`src/rtl/chunk_serial_adder_if.sv`:
```
// -----------------------------------------------------------------------------
// chunk_serial_adder_if
//
// Operand/result handshake bundle for chunk_serial_adder.
//
// Signals (directions given for the slave, i.e. the adder):
//   in_valid  in   operands a, b, cin are valid
//   in_ready  out  adder can accept operands
//   a, b      in   operands, WIDTH bits
//   cin       in   carry-in
//   sub       in   subtract request (only with CHUNK_SERIAL_ADDER_SUB_EN)
//   sum       out  result, WIDTH bits
//   carry_out out  carry out of bit WIDTH-1 (no-borrow flag when subtracting)
//   out_valid out  sum/carry_out valid
//   out_ready in   consumer accepts result
//   busy      out  adder is stepping through chunks
//
// Optional feature macro: CHUNK_SERIAL_ADDER_SUB_EN adds the sub signal.
// -----------------------------------------------------------------------------
interface chunk_serial_adder_if #(
  parameter int WIDTH = 8
) ();

  logic             in_valid;
  logic             in_ready;
  logic [WIDTH-1:0] a;
  logic [WIDTH-1:0] b;
  logic             cin;
`ifdef CHUNK_SERIAL_ADDER_SUB_EN
  logic             sub;
`endif
  logic [WIDTH-1:0] sum;
  logic             carry_out;
  logic             out_valid;
  logic             out_ready;
  logic             busy;

`ifdef CHUNK_SERIAL_ADDER_SUB_EN
  modport master (
    output in_valid, a, b, cin, sub, out_ready,
    input  in_ready, sum, carry_out, out_valid, busy
  );

  modport slave (
    input  in_valid, a, b, cin, sub, out_ready,
    output in_ready, sum, carry_out, out_valid, busy
  );
`else
  modport master (
    output in_valid, a, b, cin, out_ready,
    input  in_ready, sum, carry_out, out_valid, busy
  );

  modport slave (
    input  in_valid, a, b, cin, out_ready,
    output in_ready, sum, carry_out, out_valid, busy
  );
`endif

endinterface : chunk_serial_adder_if

```
`src/rtl/chunk_serial_adder.sv`:
```
// -----------------------------------------------------------------------------
// chunk_serial_adder
//
// Adds two WIDTH-bit operands plus a carry-in, CHUNK bits per clock cycle,
// least significant chunk first. A result takes WIDTH/CHUNK cycles from the
// accept edge; it is then held with out_valid until the consumer takes it.
//
// Parameters:
//   WIDTH  operand/result width in bits
//   CHUNK  bits added per cycle; WIDTH must be a multiple of CHUNK
//
// Ports:
//   clk    clock, all state changes on the rising edge
//   rst_n  asynchronous active-low reset; aborts any operation in flight
//   bus    chunk_serial_adder_if.slave: in_valid/in_ready operand handshake
//          (a, b, cin), out_valid/out_ready result handshake (sum,
//          carry_out), busy status
//
// Optional feature macro: CHUNK_SERIAL_ADDER_SUB_EN
//   When defined, bus.sub is sampled with the operands. sub=1 computes a-b by
//   adding ~b with a forced carry-in of 1 (cin ignored); carry_out=1 then
//   means no borrow. Without the macro the block only adds.
//
// Flow: IDLE (in_ready=1) -> RUN (busy=1, WIDTH/CHUNK cycles) -> DONE
// (out_valid=1) -> IDLE on out_ready. Accept and handoff never share a cycle,
// so the shortest issue interval is WIDTH/CHUNK+2 cycles.
// -----------------------------------------------------------------------------
module chunk_serial_adder #(
  parameter int WIDTH = 8,
  parameter int CHUNK = 1
) (
  input  logic               clk,
  input  logic               rst_n,
  chunk_serial_adder_if.slave bus
);

  localparam int NCHUNK = WIDTH / CHUNK;
  // Keep the index at least one bit wide when the whole word is one chunk.
  localparam int IDX_W  = (NCHUNK > 1) ? $clog2(NCHUNK) : 1;
  localparam logic [IDX_W-1:0] LAST_IDX = IDX_W'(NCHUNK - 1);

  // Elaboration-time parameter sanity.
  if (CHUNK < 1 || (WIDTH % CHUNK) != 0) begin : g_bad_chunk
    $error("chunk_serial_adder: WIDTH (%0d) must be a multiple of CHUNK (%0d)",
           WIDTH, CHUNK);
  end

  if ($bits(bus.a) != WIDTH) begin : g_bad_if_width
    $error("chunk_serial_adder: interface width %0d differs from WIDTH %0d",
           $bits(bus.a), WIDTH);
  end

  typedef enum logic [1:0] {
    IDLE = 2'd0,
    RUN  = 2'd1,
    DONE = 2'd2
  } state_t;

  state_t           state;
  logic [IDX_W-1:0] idx;          // chunk currently being added
  logic             carry_q;      // carry into the current chunk
  logic [WIDTH-1:0] a_q;
  logic [WIDTH-1:0] b_q;          // already inverted for subtraction
  logic [WIDTH-1:0] sum_q;
  logic             carry_out_q;
  logic             out_valid_q;
  logic             in_ready_q;
  logic             busy_q;

  logic             sub_req;
  logic [CHUNK-1:0] a_chunk;
  logic [CHUNK-1:0] b_chunk;
  logic [CHUNK:0]   chunk_res;    // {chunk carry-out, chunk sum}

`ifdef CHUNK_SERIAL_ADDER_SUB_EN
  assign sub_req = bus.sub;
`else
  assign sub_req = 1'b0;
`endif

  // One CHUNK-bit ripple slice; the carry between slices lives in carry_q.
  // NOTE: every signal assigned in always_comb gets a value on every path
  // (defaults first) so no latch is inferred.
  always_comb begin
    a_chunk   = '0;
    b_chunk   = '0;
    a_chunk   = a_q[idx*CHUNK +: CHUNK];
    b_chunk   = b_q[idx*CHUNK +: CHUNK];
    chunk_res = {1'b0, a_chunk} + {1'b0, b_chunk} + (CHUNK+1)'(carry_q);
  end

  // Single-process FSM; all outputs are registered alongside the state.
  // NOTE: sequential state uses non-blocking assignments only, so every
  // register samples pre-edge values regardless of statement order.
  // NOTE: the operand and result registers are reset too: reset must clear
  // sum/carry_out immediately, and clean operand registers keep simulation
  // free of X on the chunk datapath.
  always_ff @(posedge clk or negedge rst_n) begin
    if (!rst_n) begin
      state       <= IDLE;
      idx         <= '0;
      carry_q     <= 1'b0;
      a_q         <= '0;
      b_q         <= '0;
      sum_q       <= '0;
      carry_out_q <= 1'b0;
      out_valid_q <= 1'b0;
      in_ready_q  <= 1'b1;
      busy_q      <= 1'b0;
    end else begin
      case (state)
        IDLE: begin
          if (bus.in_valid && in_ready_q) begin
            a_q        <= bus.a;
            // Subtraction is a + ~b + 1; cin is ignored in that mode.
            b_q        <= sub_req ? ~bus.b : bus.b;
            carry_q    <= sub_req ? 1'b1 : bus.cin;
            idx        <= '0;
            state      <= RUN;
            in_ready_q <= 1'b0;
            busy_q     <= 1'b1;
          end
        end

        RUN: begin
          sum_q[idx*CHUNK +: CHUNK] <= chunk_res[CHUNK-1:0];
          carry_q                   <= chunk_res[CHUNK];
          if (idx == LAST_IDX) begin
            carry_out_q <= chunk_res[CHUNK];
            out_valid_q <= 1'b1;
            busy_q      <= 1'b0;
            idx         <= '0;
            state       <= DONE;
          end else begin
            idx <= idx + 1'b1;
          end
        end

        DONE: begin
          // Result is frozen here; in_valid is ignored until back in IDLE.
          if (out_valid_q && bus.out_ready) begin
            out_valid_q <= 1'b0;
            in_ready_q  <= 1'b1;
            state       <= IDLE;
          end
        end

        default: begin
          state       <= IDLE;
          idx         <= '0;
          carry_q     <= 1'b0;
          out_valid_q <= 1'b0;
          in_ready_q  <= 1'b1;
          busy_q      <= 1'b0;
        end
      endcase
    end
  end

  assign bus.in_ready  = in_ready_q;
  assign bus.sum       = sum_q;
  assign bus.carry_out = carry_out_q;
  assign bus.out_valid = out_valid_q;
  assign bus.busy      = busy_q;

endmodule : chunk_serial_adder
```
`src/flat_wrapper.sv`:
```
// flat-port wrapper written by rule: the top's interface ports become plain ports
module chunk_serial_adder_flat 
#(
  parameter int WIDTH = 8,
  parameter int CHUNK = 1
)
  (clk, rst_n, bus_in_valid, bus_a, bus_b, bus_cin, bus_out_ready, bus_in_ready, bus_sum, bus_carry_out, bus_out_valid, bus_busy);
  chunk_serial_adder_if #(.WIDTH(WIDTH)) bus_i ();
  input  logic clk;
  input  logic rst_n;
  input wire logic [$bits(bus_i.in_valid)-1:0] bus_in_valid;
  input wire logic [$bits(bus_i.a)-1:0] bus_a;
  input wire logic [$bits(bus_i.b)-1:0] bus_b;
  input wire logic [$bits(bus_i.cin)-1:0] bus_cin;
  input wire logic [$bits(bus_i.out_ready)-1:0] bus_out_ready;
  output wire logic [$bits(bus_i.in_ready)-1:0] bus_in_ready;
  output wire logic [$bits(bus_i.sum)-1:0] bus_sum;
  output wire logic [$bits(bus_i.carry_out)-1:0] bus_carry_out;
  output wire logic [$bits(bus_i.out_valid)-1:0] bus_out_valid;
  output wire logic [$bits(bus_i.busy)-1:0] bus_busy;
  assign bus_i.in_valid = bus_in_valid;
  assign bus_i.a = bus_a;
  assign bus_i.b = bus_b;
  assign bus_i.cin = bus_cin;
  assign bus_i.out_ready = bus_out_ready;
  assign bus_in_ready = bus_i.in_ready;
  assign bus_sum = bus_i.sum;
  assign bus_carry_out = bus_i.carry_out;
  assign bus_out_valid = bus_i.out_valid;
  assign bus_busy = bus_i.busy;
  chunk_serial_adder #(.WIDTH(WIDTH), .CHUNK(CHUNK)) u_core (.clk(clk), .rst_n(rst_n), .bus(bus_i));
endmodule
```
`config.mk`:
```
export PLATFORM = sky130hd
export DESIGN_NAME = chunk_serial_adder_flat
export DESIGN_NICKNAME = d
export VERILOG_FILES = /design/src/rtl/chunk_serial_adder_if.sv /design/src/rtl/chunk_serial_adder.sv /design/src/flat_wrapper.sv
export SDC_FILE = /design/constraint.sdc
export NUM_CORES = 1
export LEC_CHECK = 0
export CAP_MARGIN = 20
export CORE_AREA = 10 10 71 73
export CTS_CLUSTER_DIAMETER = 200
export CTS_CLUSTER_SIZE = 8
export DETAILED_ROUTE_END_ITERATION = 10
export DIE_AREA = 0 0 81 83
export PLACE_DENSITY = 0.77
export SETUP_SLACK_MARGIN = 0.15
export SYNTH_ARGS = -nofsm -noshare
export SYNTH_HDL_FRONTEND = slang
export SYNTH_SLANG_ARGS = --single-unit
```
`constraint.sdc`:
```
create_clock -name clk -period 2.45 [get_ports clk]
set_input_delay 0.49 -clock clk [delete_from_list [all_inputs] [get_ports clk]]
set_output_delay 0.49 -clock clk [all_outputs]
set_load 0.02 [all_outputs]
```
==> flow_metrics.py, run 1 <==
metrics = {
    "sta": {
        "setup_ws_ns": 0.173,
        "final.setup_skew_ns": 0.00608,
        "period_share": 0.929,
        "final_hold_viol_count": 0,
        "fmax_mhz": 439,
        "hold_slack_ns": 0.480,
        "setup_viol": 0,
        "final-max-slew-violation-count": 0,
        "grt_setup_unrepaired": "yes",
        "fin_crit_ns": 2.28,
        "worstMarginPinSlew_ns": 0.469,
        "max-slew-margin-rel": 0.683,
    },
    "place": {
        "dp_slack_ns": -0.0199,
        "finalWeightedCongestion": 0.844,
        "postPlaceCellArea_mm2": 0.00204,
        "dp.final_hpwl_um": 2630,
        "io_buffers": 32,
    },
    "synth": {
        "ys_async_sr_fraction": 1.00,
        "seq_area_frac_synth": 0.519,
        "synth-seq-cells": 34,
        "synthCells": 124,
        "syn_nets": 150,
        "synth_top_area_share": 0.503,
        "syn_avg_cell_area_um2": 13.2,
        "yosys_warnings": 0,
        "ys_types": 34,
        "synth_edf_count": 0,
        "synthTopCellsByArea": "dfrtp_1 (50%), mux2_1 (17%), mux4_2 (5.5%), ha_1 (3.0%), nand2_1 (2.5%)",
        "synthFlopType": "dfrtp_1",
        "yosysTopAreaCell": "dfrtp_1",
        "synth_area_mm2": 0.00164,
    },
    "worst_setup_path": {
        "cp_slowest_cell": "or4b_4",
        "arrival_ns": 2.44,
        "end_kind": "register",
        "crit_type": "reg -> reg",
        "path_common_cell": "ha_1",
        "cpPeakStageDelay_ns": 0.53,
        "crit_required_ns": 2.61,
        "cp-start-kind": "register",
        "path_buf_inv": 1,
        "crit_fanout": 7,
        "crit_chain": "inv_1 > ha_1 > ha_1 > or4b_4 > nor4b_2 > mux2_4",
        "critPathTopFamily": "simple AND/OR/NAND/NOR gates",
    },
    "finish": {
        "area_delta_synth_final_pct": 32.7,
        "stdcell_area_mm2": 0.00218,
        "num_antenna_cells": 0,
        "layout-drive-gt1-share": 0.223,
        "layout.nets": 192,
        "final_util": 0.600,
        "fillers": 301,
    },
    "die": {
        "coreArea_mm2": 0.00363,
        "fp.dieW_um": 81,
        "fp-row-count": 22,
        "pin_count": 33,
        "die_h_um": 83,
        "die-area_mm2": 0.00672,
        "start_util": 0.452,
    },
    "clock_network": {
        "ctsLongestPathBuffers": 2,
        "cts.sinks": 34,
        "cts-root-buf": "clkbuf_8",
        "htree_levels": 2,
        "clkTransAtPathRegs_ns": 0.06,
        "cts_tree": "done",
        "clk_latency_ns": 0.28,
        "numCtsBuffers": 5,
        "postCtsHoldBufs": 0,
    },
    "global_routing": {
        "grt_usage": 0.106,
        "grt_pass1_wl_um": 5800,
        "grt_max_degree": 35,
        "grt_overflow_total": 0,
        "grt_pass1_vias": 1282,
        "antenna_found_initial": 0,
    },
    "route": {
        "wl_per_cell_um": 16.1,
        "drc": 0,
        "ant_nets": 0,
        "dr_total_vias": 1115,
        "vias_per_cell": 5.21,
        "first_pass_iters": 4,
        "finalWirelength_um": 3440,
        "first_iter_violations": 112,
    },
    "status": {
        "outcome": "complete, no violations",
    },
    "flow_run": {
        "drv_cap": 0,
    },
    "pwr": {
        "ir_worst_vdd_mv": 0.534,
        "power.density_mw_per_mm2": 1170,
        "p_leak_nw": 1.01,
    },
    "min_path": {
        "hold_class": "reg -> reg",
    },
}
==> area by class of cell <==
cell class              count  area [µm²]  share of cell area
inverters                   3        11.3             0.00516
flip-flops and latches     34         855               0.392
clock buffers               7        76.3              0.0350
repair buffers             41         392               0.180
well taps                  48        60.1              0.0275
multi-input cells          81         787               0.361
==> worst paths after layout <==
kind,from,end,slack (ns),cells past startpoint
min,u_core.bus.busy,u_core.bus.busy,0.48,1
min reg2reg,u_core.bus.busy,u_core.bus.busy,0.48,1
max reg2reg,u_core.idx[0],u_core.bus.sum[4],0.17,6
min in group asynchronous,rst_n,u_core.bus.sum[3],0.62,2
max in group asynchronous,rst_n,u_core.bus.in_ready,1.50,2
max,u_core.idx[0],u_core.bus.sum[4],0.17,6
==> cell usage after synthesis (2+ instances only) <==
cell type  number
nor2b_1         4
dfrtp_1        33
nor2_1          7
mux4_2          4
ha_1            4
nand2_1        11
buf_2           3
mux2_2          2
inv_1           3
a22o_1          2
nor4b_1         2
mux2_1         25
a21oi_1         3
==> flip-flops by register name (all words and copies together), names as in the netlist <==
name and count:
u_core.bus.in_ready 1, u_core.carry_q 1, u_core.idx 3, u_core.bus.out_valid 1
u_core.state 2, u_core.bus.sum 8, u_core.bus.busy 1, u_core.a_q 8
u_core.b_q 8, u_core.bus.carry_out 1
==> metal layers <==
layer	wire length, µm	track usage
met5	0	0
met4	20	0.0250
met3	218	0.0442
met2	1810	0.174
met1	1380	0.123
==> where the power goes <==
group / internal [mW] / switching, mW / leakage, nW
clock: 0.195 / 0.178 / 0.0383
sequential: 0.768 / 0.172 / 0.437
combinational: 0.730 / 0.514 / 0.530
total: 1.69 / 0.864 / 1.01
==> per-stage QoR <==
step                instances  power, mW  setup TNS (ns)
CTS                       214       2.50               0
detailed placement        205       2.02         -0.0353
global placement          205       1.96               0
global route              214       2.75               0
floorplan                 124       1.59               0
finish                    214       2.56               0
==> cell usage in the layout, fill, tap and decap left out, drive strengths merged, types with 2 or more instances in the layout <==
cell	Yosys	layout
dfrtp	33	33
clkdlybuf4s50	0	32
mux2	27	27
nand2	11	11
buf	5	9
nor2	7	7
clkbuf	1	7
mux4	4	4
ha	4	4
nor2b	4	4
inv	3	3
a21oi	3	3
nor4b	3	3
a22o	2	2
o21ai	2	2
==> timing repair <==
| action | 4_1_cts | 5_1_grt |
|---|---|---|
| pin swaps | 3 | 1 |
| gates resized for setup | 5 | 9 |
| endpoints found under the setup margin | 6 | 7 |
| buffers inserted | 2 | 0 |
==> cells by family (layout without fill, tap and decap cells) <==
group | Yosys count | after routing | synth area share
mux | 32 | 32 | 0.246
flops | 34 | 34 | 0.519
simple gates | 34 | 34 | 0.122
compound gates | 10 | 10 | 0.0411
fa+ha+maj | 5 | 5 | 0.0427
buf+inv | 9 | 51 | 0.0297
(Power assumes the default switching activity.)
==> inputs of run 2 (changes only) <==
--- a/config.mk
+++ b/config.mk
@@ -6,11 +6,13 @@
 export NUM_CORES = 1
 export LEC_CHECK = 0
 export CAP_MARGIN = 20
-export CORE_AREA = 10 10 71 73
+export CELL_PAD_IN_SITES_DETAIL_PLACEMENT = 0
+export CELL_PAD_IN_SITES_GLOBAL_PLACEMENT = 1
+export CORE_AREA = 10 10 78 80
 export CTS_CLUSTER_DIAMETER = 200
 export CTS_CLUSTER_SIZE = 8
 export DETAILED_ROUTE_END_ITERATION = 10
-export DIE_AREA = 0 0 81 83
+export DIE_AREA = 0 0 88 90
 export PLACE_DENSITY = 0.77
 export SETUP_SLACK_MARGIN = 0.15
 export SYNTH_ARGS = -nofsm -noshare
==> flow_metrics.py, run 2 (synthesis results as in run 1) <==
metrics = {
    "finish": {
        "layout.nets": 195,
        "instances_no_fill": 224,
        "layout-drive-gt1-share": 0.265,
        "final_cell_mix": "clkdlybuf4s50_1 (32), dfrtp_1 (32), mux2_1 (20)",
        "num_antenna_cells": 0,
        "area_delta_synth_final_pct": 39.7,
    },
    "sta": {
        "final-max-slew-violation-count": 0,
        "final.setup_skew_ns": 0.00394,
        "period_share": 0.959,
        "final_hold_viol_count": 0,
        "max-slew-margin-rel": 0.588,
        "grt_setup_unrepaired": "yes",
        "fin_crit_ns": 2.35,
        "setup_tns_ns": 0,
        "fmax_mhz": 425,
        "setup_viol": 0,
        "worstMarginPinSlew_ns": 0.616,
        "setup_ws_ns": 0.0996,
        "hold_slack_ns": 0.482,
    },
    "worst_setup_path": {
        "crit_fanout": 5,
        "crit_type": "reg -> reg",
        "r2r_start": "u_core.idx[0]",
        "cp_slowest_cell": "mux4_2",
        "rrSetupSlack_ns": 0.1,
        "path_common_cell": "nand2_2",
        "cp-start-kind": "register",
        "crit_required_ns": 2.61,
        "end_kind": "register",
        "rr_endpoint": "u_core.bus.sum[4]",
        "cpPeakStageDelay_ns": 0.50,
        "critPathTopFamily": "multiplexers",
        "ff2ff_path_depth": 8,
        "path_buf_inv": 1,
        "crit_chain": "buf_6 > mux4_2 > nand2_2 > nand2_2 > fa_1 > nor2b_4 > and2_4 > mux2_4",
        "arrival_ns": 2.51,
    },
    "global_routing": {
        "grt_usage": 0.0926,
        "grt_max_degree": 35,
        "grt_overflow_total": 0,
        "grt_pass1_wl_um": 5910,
        "antenna_found_initial": 0,
        "grt_pass1_vias": 1260,
    },
    "route": {
        "wl_per_cell_um": 15.9,
        "dr_total_vias": 1145,
        "vias_per_cell": 5.11,
        "first_pass_iters": 2,
        "ant_nets": 0,
        "finalWirelength_um": 3560,
        "drc": 0,
        "first_iter_violations": 49,
    },
    "place": {
        "finalWeightedCongestion": 0.811,
        "dp.cells": 210,
        "dp.final_hpwl_um": 2590,
        "io_buffers": 32,
        "dp_slack_ns": -0.00629,
    },
    "clock_network": {
        "postCtsHoldBufs": 0,
        "cts_tree": "done",
        "cts.sinks": 34,
        "numCtsBuffers": 5,
        "ctsLongestPathBuffers": 2,
        "cts-root-buf": "clkbuf_8",
        "clk_latency_ns": 0.28,
        "clkTransAtPathRegs_ns": 0.07,
        "htree_levels": 2,
    },
    "flow_run": {
        "drv_cap": 0,
    },
    "die": {
        "fp.dieW_um": 88,
        "die-area_mm2": 0.00792,
        "coreArea_mm2": 0.00460,
        "fp-row-count": 25,
        "start_util": 0.357,
        "die_h_um": 90,
        "pin_count": 33,
    },
    "status": {
        "outcome": "complete, no violations",
    },
    "pwr": {
        "ir_worst_vdd_mv": 0.458,
        "p_total_mw": 2.74,
        "power.density_mw_per_mm2": 1190,
        "p_leak_nw": 1.04,
    },
    "min_path": {
        "min-delay-start": "u_core.b_q[7]",
        "hold_class": "reg -> reg",
        "whs_endpoint": "u_core.b_q[7]",
        "holdPathStages": 1,
    },
}
## run 2: through the flow
stage	cell area, µm²	utilization
finish	2290	0.499
global route	2290	0.499
CTS	2190	0.477
detailed placement	2040	0.444
global placement	2040	0.444
floorplan	1650	-
## run 2: worst max path at each step
stage / start / end / slack [ns] / cells after the start
finish: u_core.idx[0] / u_core.bus.sum[4] / 0.1 / 8
global route: u_core.idx[0] / u_core.bus.sum[6] / 0.03 / 8
CTS: u_core.idx[0] / u_core.bus.sum[2] / 0.15 / 8
detailed placement: u_core.idx[0] / u_core.bus.sum[2] / -0.006 / 8
global placement: u_core.idx[0] / u_core.bus.sum[4] / 0.08 / 7
floorplan: u_core.idx[0] / u_core.bus.sum[4] / 0.16 / 8
## run 2: report_power, final
part           internal [mW]  switching, mW  total (mW)
sequential             0.766          0.170       0.936
clock                  0.229          0.184       0.413
combinational          0.792          0.596        1.39
total                   1.79          0.950        2.74
## run 2: cell type report
type / instances / area [µm²]
clock buffers: 8 / 90.1
fillers: 380 / 2300
inverters: 3 / 11.3
multi-input cells: 81 / 851
flip-flops and latches: 34 / 853
well taps: 54 / 67.6
repair buffers: 44 / 422
## run 2: what timing repair did
item,in CTS,in global routing
resized for setup,10,15
setup buffers,2,4
endpoints found under the setup margin,3,7
pin swaps,2,4
## run 2: layer usage
layer,GRT usage,wire [µm]
met1,0.101,1450
met2,0.150,1780
met3,0.0406,230
met4,0.0399,96
met5,0,0
## run 2: worst register-to-register path: stages (launching register included)
cell and delay [ns]:
dfrtp_2 0.43, buf_6 0.11, mux4_2 0.50, nand2_2 0.08, nand2_2 0.06, fa_1 0.50
nor2b_4 0.16, and2_4 0.14, mux2_4 0.26
